### src/rtl/mem_pkg.sv
// rtl/mem_pkg.sv - shared state encodings and constants for the MEM-stage access unit
package mem_pkg;

    typedef enum logic [1:0] {
        S_IDLE = 2'd0,
        S_WAIT = 2'd1,
        S_DONE = 2'd2
    } state_e;

    localparam int unsigned DEFAULT_TIMEOUT = 255;
    localparam int          CNT_W           = 8;

endpackage

### src/rtl/mem_access_unit_if.sv
// rtl/mem_access_unit_if.sv - req/ack data-memory bus between the access unit and memory
// Signals:
//   req   : memory request, held until ack
//   we    : 1 = write, 0 = read
//   addr  : word-aligned byte address
//   wdata : write data
//   ack   : single-cycle completion from memory
//   rdata : read data, valid with ack
interface mem_access_unit_if;
    logic        req;
    logic        we;
    logic [31:0] addr;
    logic [31:0] wdata;
    logic        ack;
    logic [31:0] rdata;

    modport master (output req, we, addr, wdata, input ack, rdata);
    modport slave  (input req, we, addr, wdata, output ack, rdata);
endinterface

### src/rtl/mem_timeout_cnt.sv
// rtl/mem_timeout_cnt.sv - saturating watchdog counter for outstanding memory accesses
// Ports:
//   clk_i, rst_i : clock, synchronous active-high reset
//   clear_i      : zero the counter (wins over enable_i)
//   enable_i     : count one cycle
//   expired_o    : counter has reached TIMEOUT-1
module mem_timeout_cnt
    import mem_pkg::*;
#(
    parameter int unsigned TIMEOUT = DEFAULT_TIMEOUT
) (
    input  logic clk_i,
    input  logic rst_i,
    input  logic clear_i,
    input  logic enable_i,
    output logic expired_o
);

    localparam logic [CNT_W-1:0] LAST = CNT_W'(TIMEOUT - 1);

    logic [CNT_W-1:0] cnt_q, cnt_d;

    always_comb begin
        cnt_d = cnt_q;
        if (clear_i) begin
            cnt_d = '0;
        end else if (enable_i && (cnt_q != '1)) begin
            cnt_d = cnt_q + CNT_W'(1);
        end
    end

    always_ff @(posedge clk_i) begin
        if (rst_i) begin
            cnt_q <= '0;
        end else begin
            cnt_q <= cnt_d;
        end
    end

    // The counter holds k during the (k+1)-th WAIT cycle, so this fires on WAIT cycle TIMEOUT.
    assign expired_o = (cnt_q == LAST);

endmodule

### src/rtl/mem_access_unit.sv
// rtl/mem_access_unit.sv - MEM-stage data-memory access unit with stall and watchdog
// Ports:
//   clk_i, rst_i          : clock, synchronous active-high reset
//   MemRead_i, MemWrite_i : load/store request from EX/MEM
//   addr_i, wdata_i       : byte address and store data from EX/MEM
//   stall_o               : freezes EX/MEM and upstream while an access is pending
//   rdata_o               : load data to MEM/WB, valid in DONE, held until next load
//   err_o                 : one-cycle pulse on misaligned access or timeout
//   mem                   : req/ack data-memory bus (master side)
module mem_access_unit
    import mem_pkg::*;
#(
    parameter int unsigned TIMEOUT = DEFAULT_TIMEOUT
) (
    input  logic                       clk_i,
    input  logic                       rst_i,
    input  logic                       MemRead_i,
    input  logic                       MemWrite_i,
    input  logic [31:0]                addr_i,
    input  logic [31:0]                wdata_i,
    output logic                       stall_o,
    output logic [31:0]                rdata_o,
    output logic                       err_o,
    mem_access_unit_if.master          mem
);

    state_e      state_q, state_d;
    logic        req_q, req_d;
    logic        we_q, we_d;
    logic [31:0] addr_q, addr_d;
    logic [31:0] wdata_q, wdata_d;
    logic [31:0] rdata_q, rdata_d;
    logic        err_q, err_d;

    logic access, misaligned;
    logic cnt_clr, cnt_en, cnt_expired;

    assign access     = MemRead_i | MemWrite_i;
    assign misaligned = access & (addr_i[1:0] != 2'b00);

    mem_timeout_cnt #(.TIMEOUT(TIMEOUT)) u_timeout (
        .clk_i     (clk_i),
        .rst_i     (rst_i),
        .clear_i   (cnt_clr),
        .enable_i  (cnt_en),
        .expired_o (cnt_expired)
    );

    always_comb begin
        state_d = state_q;
        req_d   = req_q;
        we_d    = we_q;
        addr_d  = addr_q;
        wdata_d = wdata_q;
        rdata_d = rdata_q;
        err_d   = 1'b0;
        cnt_clr = 1'b0;
        cnt_en  = 1'b0;

        case (state_q)
            S_IDLE: begin
                if (misaligned) begin
                    err_d   = 1'b1;
                    rdata_d = '0;
                end else if (access) begin
                    // Write wins when both controls are set.
                    req_d   = 1'b1;
                    we_d    = MemWrite_i;
                    addr_d  = {addr_i[31:2], 2'b00};
                    wdata_d = wdata_i;
                    cnt_clr = 1'b1;
                    state_d = S_WAIT;
                end
            end
            S_WAIT: begin
                if (mem.ack) begin
                    req_d = 1'b0;
                    if (!we_q) begin
                        rdata_d = mem.rdata;
                    end
                    state_d = S_DONE;
                end else if (cnt_expired) begin
                    req_d   = 1'b0;
                    err_d   = 1'b1;
                    rdata_d = '0;
                    state_d = S_DONE;
                end else begin
                    cnt_en = 1'b1;
                end
            end
            // DONE is the unstalled cycle in which the pipeline advances; the
            // controls still on the inputs belong to the finished access.
            S_DONE:  state_d = S_IDLE;
            default: state_d = S_IDLE;
        endcase
    end

    always_ff @(posedge clk_i) begin
        if (rst_i) begin
            state_q <= S_IDLE;
            req_q   <= 1'b0;
            we_q    <= 1'b0;
            addr_q  <= '0;
            wdata_q <= '0;
            rdata_q <= '0;
            err_q   <= 1'b0;
        end else begin
            state_q <= state_d;
            req_q   <= req_d;
            we_q    <= we_d;
            addr_q  <= addr_d;
            wdata_q <= wdata_d;
            rdata_q <= rdata_d;
            err_q   <= err_d;
        end
    end

    assign stall_o   = ((state_q == S_IDLE) & access & ~misaligned) | (state_q == S_WAIT);
    assign rdata_o   = rdata_q;
    assign err_o     = err_q;
    assign mem.req   = req_q;
    assign mem.we    = we_q;
    assign mem.addr  = addr_q;
    assign mem.wdata = wdata_q;

endmodule
### src/flat_wrapper.sv
// flat-port wrapper written by rule: the top's interface ports become plain ports
module mem_access_unit_flat import mem_pkg::*;
#(
    parameter int unsigned TIMEOUT = DEFAULT_TIMEOUT
)
  (clk_i, rst_i, MemRead_i, MemWrite_i, addr_i, wdata_i, stall_o, rdata_o, err_o, mem_req, mem_we, mem_addr, mem_wdata, mem_ack, mem_rdata);
  mem_access_unit_if mem_i ();
  input  logic clk_i;
  input  logic rst_i;
  input  logic MemRead_i;
  input  logic MemWrite_i;
  input  logic [31:0] addr_i;
  input  logic [31:0] wdata_i;
  output logic stall_o;
  output logic [31:0] rdata_o;
  output logic err_o;
  output wire logic [$bits(mem_i.req)-1:0] mem_req;
  output wire logic [$bits(mem_i.we)-1:0] mem_we;
  output wire logic [$bits(mem_i.addr)-1:0] mem_addr;
  output wire logic [$bits(mem_i.wdata)-1:0] mem_wdata;
  input wire logic [$bits(mem_i.ack)-1:0] mem_ack;
  input wire logic [$bits(mem_i.rdata)-1:0] mem_rdata;
  assign mem_req = mem_i.req;
  assign mem_we = mem_i.we;
  assign mem_addr = mem_i.addr;
  assign mem_wdata = mem_i.wdata;
  assign mem_i.ack = mem_ack;
  assign mem_i.rdata = mem_rdata;
  mem_access_unit #(.TIMEOUT(TIMEOUT)) u_core (.clk_i(clk_i), .rst_i(rst_i), .MemRead_i(MemRead_i), .MemWrite_i(MemWrite_i), .addr_i(addr_i), .wdata_i(wdata_i), .stall_o(stall_o), .rdata_o(rdata_o), .err_o(err_o), .mem(mem_i));
endmodule
### config.mk
export PLATFORM = sky130hd
export DESIGN_NAME = mem_access_unit_flat
export DESIGN_NICKNAME = d
export VERILOG_FILES = /design/src/rtl/mem_pkg.sv /design/src/rtl/mem_access_unit_if.sv /design/src/rtl/mem_timeout_cnt.sv /design/src/rtl/mem_access_unit.sv /design/src/flat_wrapper.sv
export SDC_FILE = /design/constraint.sdc
export NUM_CORES = 1
export LEC_CHECK = 0
export CORE_MARGIN = 2
export CORE_UTILIZATION = 45
export CTS_BUF_LIST = sky130_fd_sc_hd__clkbuf_4
export CTS_CLUSTER_SIZE = 14
export DETAILED_ROUTE_END_ITERATION = 10
export PLACE_DENSITY = 0.95
export SYNTH_ARGS = -nofsm -noshare
export SYNTH_HDL_FRONTEND = slang
export SYNTH_SLANG_ARGS = --single-unit
### constraint.sdc
create_clock -name clk_i -period 4.7 [get_ports clk_i]
set_input_delay 0.94 -clock clk_i [delete_from_list [all_inputs] [get_ports clk_i]]
set_output_delay 0.94 -clock clk_i [all_outputs]
set_load 0.03 [all_outputs]
Word level (Yosys, flattened, before mapping):

Index checks and enable logic that the tools add are counted.
W data, S select, Z words.

* register bits after elaboration: 107
* input bits: 101
* output and inout port bits: 100

* add/sub/neg operators: 1
* equality and inequality tests: 8
* muxes and demuxes: 25
* bitwise gates (word level): 6
* reductions and logical operators: 9

Operators by type and width (count)
* $mux W32: 4
* $pmux W32 S2: 1
* $mux W1: 13
* $add A8 B1 Y8 const B: 1
* $eq A8 B8 Y1 const B: 1
* $mux W2: 4
* $ne A8 B8 Y1 const B: 1
* $reduce_and A4 Y1: 2
* $reduce_and A3 Y1: 2
* $ne A2 B1 Y1 const B: 2
* $pmux W1 S2: 2
* $pmux W2 S2: 1
* $reduce_bool A2 Y1: 2
* $and A1 B1 Y1: 3
* $ne A3 B2 Y1 const B: 1
* $ne A3 B3 Y1 const B: 1
* $eq A2 B1 Y1 const B: 1
* $logic_not A2 Y1: 1
* $ne A2 B2 Y1 const B: 1
* $or A1 B1 Y1: 2
* $reduce_or A2 Y1: 1
* $logic_and A1 B1 Y1: 1
* $not A1 Y1: 1

Logic depth before layout (Yosys ltp):

* depth after elaboration: 5
* gate-level depth with buffers: 6

Hierarchy:

Synthesis repeated with hierarchy kept, for this count alone.

* cells, all modules: 425
* area total of the unflattened synthesis: 3862.5 um2

Modules (own cells, without submodules)
* mem_access_unit: times used 1, cells each 374, area an instance 3413.3 um2, sequential area each 1981.9 um2
* mem_timeout_cnt: times used 1, cells each 51, area an instance 449.2 um2, sequential area each 160.2 um2

Least setup slack after synthesis:

OpenSTA, ideal clock, no wires.

* kind: in2out
* start point: in addr_i[1]
* end point: out stall_o
* data arrival time: 1541 ps
* data required time: 3760 ps
* setup slack: 2219 ps
* stages on the path: 3
* path buffers: 0
* cells stage by stage: nor2_1 > a21oi_1 > nor2_1

* word-level cells in the longest chain between the ends: 5

Ends and longest elaborated chain
* start, declared: line flat_wrapper.sv:12 `input logic [31:0] addr_i;`
* $reduce_bool A2 Y1: line mem_access_unit.sv:39 `assign misaligned = access & (addr_i[1:0] != 2'b00);`
* $and A1 B1 Y1: line mem_access_unit.sv:39
* $not A1 Y1 (no source line)
* $and A1 B1 Y1: line mem_access_unit.sv:118 `assign stall_o = ((state_q == S_IDLE) & access & ~misaligned) | (state_q == S_WAIT);`
* $or A1 B1 Y1: line mem_access_unit.sv:118
* end, declared: line flat_wrapper.sv:14 `output logic stall_o;`

No other way between the ends.

Worst setup path in the final report:

* start point: in MemWrite_i
* end point: out stall_o

* word-level cells in the longest chain between the ends: 5

Ends and longest elaborated chain
* start, declared: line flat_wrapper.sv:11 `input logic MemWrite_i;`
* $or A1 B1 Y1 *: line mem_access_unit.sv:38 `assign access = MemRead_i | MemWrite_i;`
* $and A1 B1 Y1: line mem_access_unit.sv:39
* $not A1 Y1 (no source line)
* $and A1 B1 Y1 *: line mem_access_unit.sv:118
* $or A1 B1 Y1 *: line mem_access_unit.sv:118

Mark *: on every way between the ends. The rest lies on a longest branch, timed or not.

==> out/results.ini <==
[drt]
ant_nets = 0
drt-vias-per-instance = 5.09
wl_um = 11200
drc = 0
drtIter0Drc = 169
wl_per_cell_um = 14.4
num_vias = 3982
first_pass_iters = 6

[place]
dp.cells = 768
placed_cell_area_um2 = 6090
pre_cts_ws_ps = 1220
port_buffers = 198
post-dp-hpwl_um = 8200
place.gp.congestion = 0.834

[cells_and_area]
syn2layout_area_growth_pct = 51.5
drive_gt1_share_pct = 4.74
stdcell_area_um2 = 6230
final_cells = 783
n_antenna_cell = 0
nNetsFinal = 774

[clock_network]
post-cts-setup-buffer-count = 0
clock-sinks = 107
htreeDepth = 3
worst_skew_pair.late_latency_ps = 430
ctsResizeCount = 0
clk_pin_slew_worst_paths_ps = 160
cts_tree = done
clock_path_buffers = 2
cts_buffers = 9
cts_hold_buf = 0
cts_root_buffer = clkbuf_4

[die]
fp.dieArea_um2 = 9920
fp.dieH_um = 99.6
rows = 34
core-area_um2 = 8810
start_util_pct = 46.7
io_pins = 201
die_w_um = 99.6

[timing]
fmax_ghz = 0.290
drv_slew = 0
skew_ps = 28.8
worst_slack_ps = 1250
finalSetupViolations = 0
relSlewSlack_pct = 23.5
fin_crit_sh_pct = 73.5
worstMarginPinSlew_ps = 1150
fin_crit_ps = 3450
hold_viol = 0
tns_ps = 0
rsz0062_at_grt = false

[synthesis]
synth_flop_cell = dfxtp_1
syn_area_um2 = 4110
ys_types = 36
synth.area.top_cells = dfxtp_1 52%, nand2_1 18%, a21oi_1 8.2%
synth_top_area_cell = dfxtp_1
synth_edf_count = 0
synth_seq_cells = 107
syn_inst = 494
ys_seq_area_share_pct = 52.1
ys_async_sr_fraction_pct = 0
avgSynthCellArea_um2 = 8.32
ys_warn_count = 0
yosysTopAreaCellShare_pct = 52.1

[run_status]
outcome = complete, no violations

[global_routing]
grt_util_met3_pct = 7.17
grt_pass1_wl_um = 18000
antenna_found_initial = 0
overflow = 0
grt_max_degree = 69
grtUsageMet1_pct = 24.9
grt-busiest-layer = met2
grt_pass1_vias = 3947
met2_usage_pct = 39.1
grt.total_usage_pct = 22.3

[job]
drv_cap = 0

[worst_setup_path]
crit_fanout = 3
end_kind = output pin
critPathLaunchType = input pin
crit_type = input pin to output pin
cp_data_arrival_time_ps = 2510
worstPathRequired_ps = 3760

[power_and_ir_drop]
power_mw = 1.72
ir_drop_mv = 0.204
powerDensity_nw_per_um2 = 277
power_leakage_nw = 2.23

[worst_hold_path]
min_path_type = flip-flop to flip-flop

## stage by stage
step	hold WS, ps	utilization [%]
floorplan	478	-
global placement	440	69.2
CTS	466	70.7
finish	462	70.7
detailed placement	446	69.2
global route	482	70.7
## layer usage
metal | vias up | part of all wire, %
met5 | - | 0
met4 | 0 | 2.6
met1 | 1831 | 40
met2 | 176 | 49
met3 | 20 | 8.5
li1 | 1955 | -
## worst max-delay path: stages
cell and delay (ps):
clkdlybuf4s50_1 440, or2_2 320, a21oi_1 150, nor2_1 50, clkdlybuf4s50_1 610
## where the power goes
group	total (mW)	switching [mW]	internal (mW)	leakage (nW)
logic	0.316	0.159	0.157	1.30
clock network	0.455	0.283	0.172	0.0652
registers	0.953	0.0170	0.936	0.868
total	1.72	0.459	1.27	2.23
## flip-flops by register name, summed over array words and instances, names as in the netlist
name / flops
u_core.mem.we: 1
u_core.mem.wdata: 32
u_core.err_o: 1
u_core.mem.addr: 30
u_core.state_q: 2
u_core.u_timeout.cnt_q: 8
u_core.rdata_o: 32
u_core.mem.req: 1
## cells in the mapped netlist (2+ instances only)
cell	n
buf_4	3
a21oi_1	67
nand2_1	193
xnor2_1	5
nor3b_1	3
a211oi_1	2
buf_2	5
dfxtp_1	107
ha_1	2
nor4_1	2
nand4_1	2
nor3_1	3
mux2i_1	32
inv_1	3
nor2_1	13
a2111oi_0	2
clkbuf_1	25
buf_6	4
or2_2	4
## placed cells by master (no fill, tap or decap), types with 2 or more instances in the layout
cell / n
clkdlybuf4s50_1: 197
nand2_1: 193
dfxtp_1: 107
a21oi_1: 67
mux2i_1: 32
nor2_1: 13
clkbuf_4: 11
xnor2_1: 5
or2_2: 4
buf_4: 4
inv_1: 3
nor3b_1: 3
nor3_1: 3
clkinvlp_4: 3
nand4_1: 2
a2111oi_0: 2
a211oi_1: 2
ha_1: 2
conb_1: 2
## path summary, 6_finish.rpt
check                                                 startpoint                                endpoint  slack [ps]  cells after the start
worst max register to register    u_core.state_q[1]$_SDFFE_PP0P_  u_core.u_timeout.cnt_q[3]$_SDFFE_PP0P_        2310                      3
worst min-delay path            u_core.mem.addr[29]$_SDFFE_PP0P_        u_core.mem.addr[29]$_SDFFE_PP0P_         460                      2
worst min register to register  u_core.mem.addr[29]$_SDFFE_PP0P_        u_core.mem.addr[29]$_SDFFE_PP0P_         460                      2
worst max-delay path                                  MemWrite_i                                 stall_o        1250                      5
## area by class of cell
type	count	area [um2]
clock inverter	4	52.6
fill	630	2580
sequential	107	2140
tap	108	135
multi-input combinational	348	1800
clock buffer	11	82.6
timing repair buffer	202	2010
inverter	3	11.3
## cells by family after synthesis
kind of cell / share of synthesized area, %
compound gates: 9.95
xor+xnor: 1.07
fa+ha+maj: 0.609
buf+inv: 4.81
flops: 52.1
mux: 7.79
other cells: 0.0912
simple gates: 23.6
(Power assumes the default switching activity.)
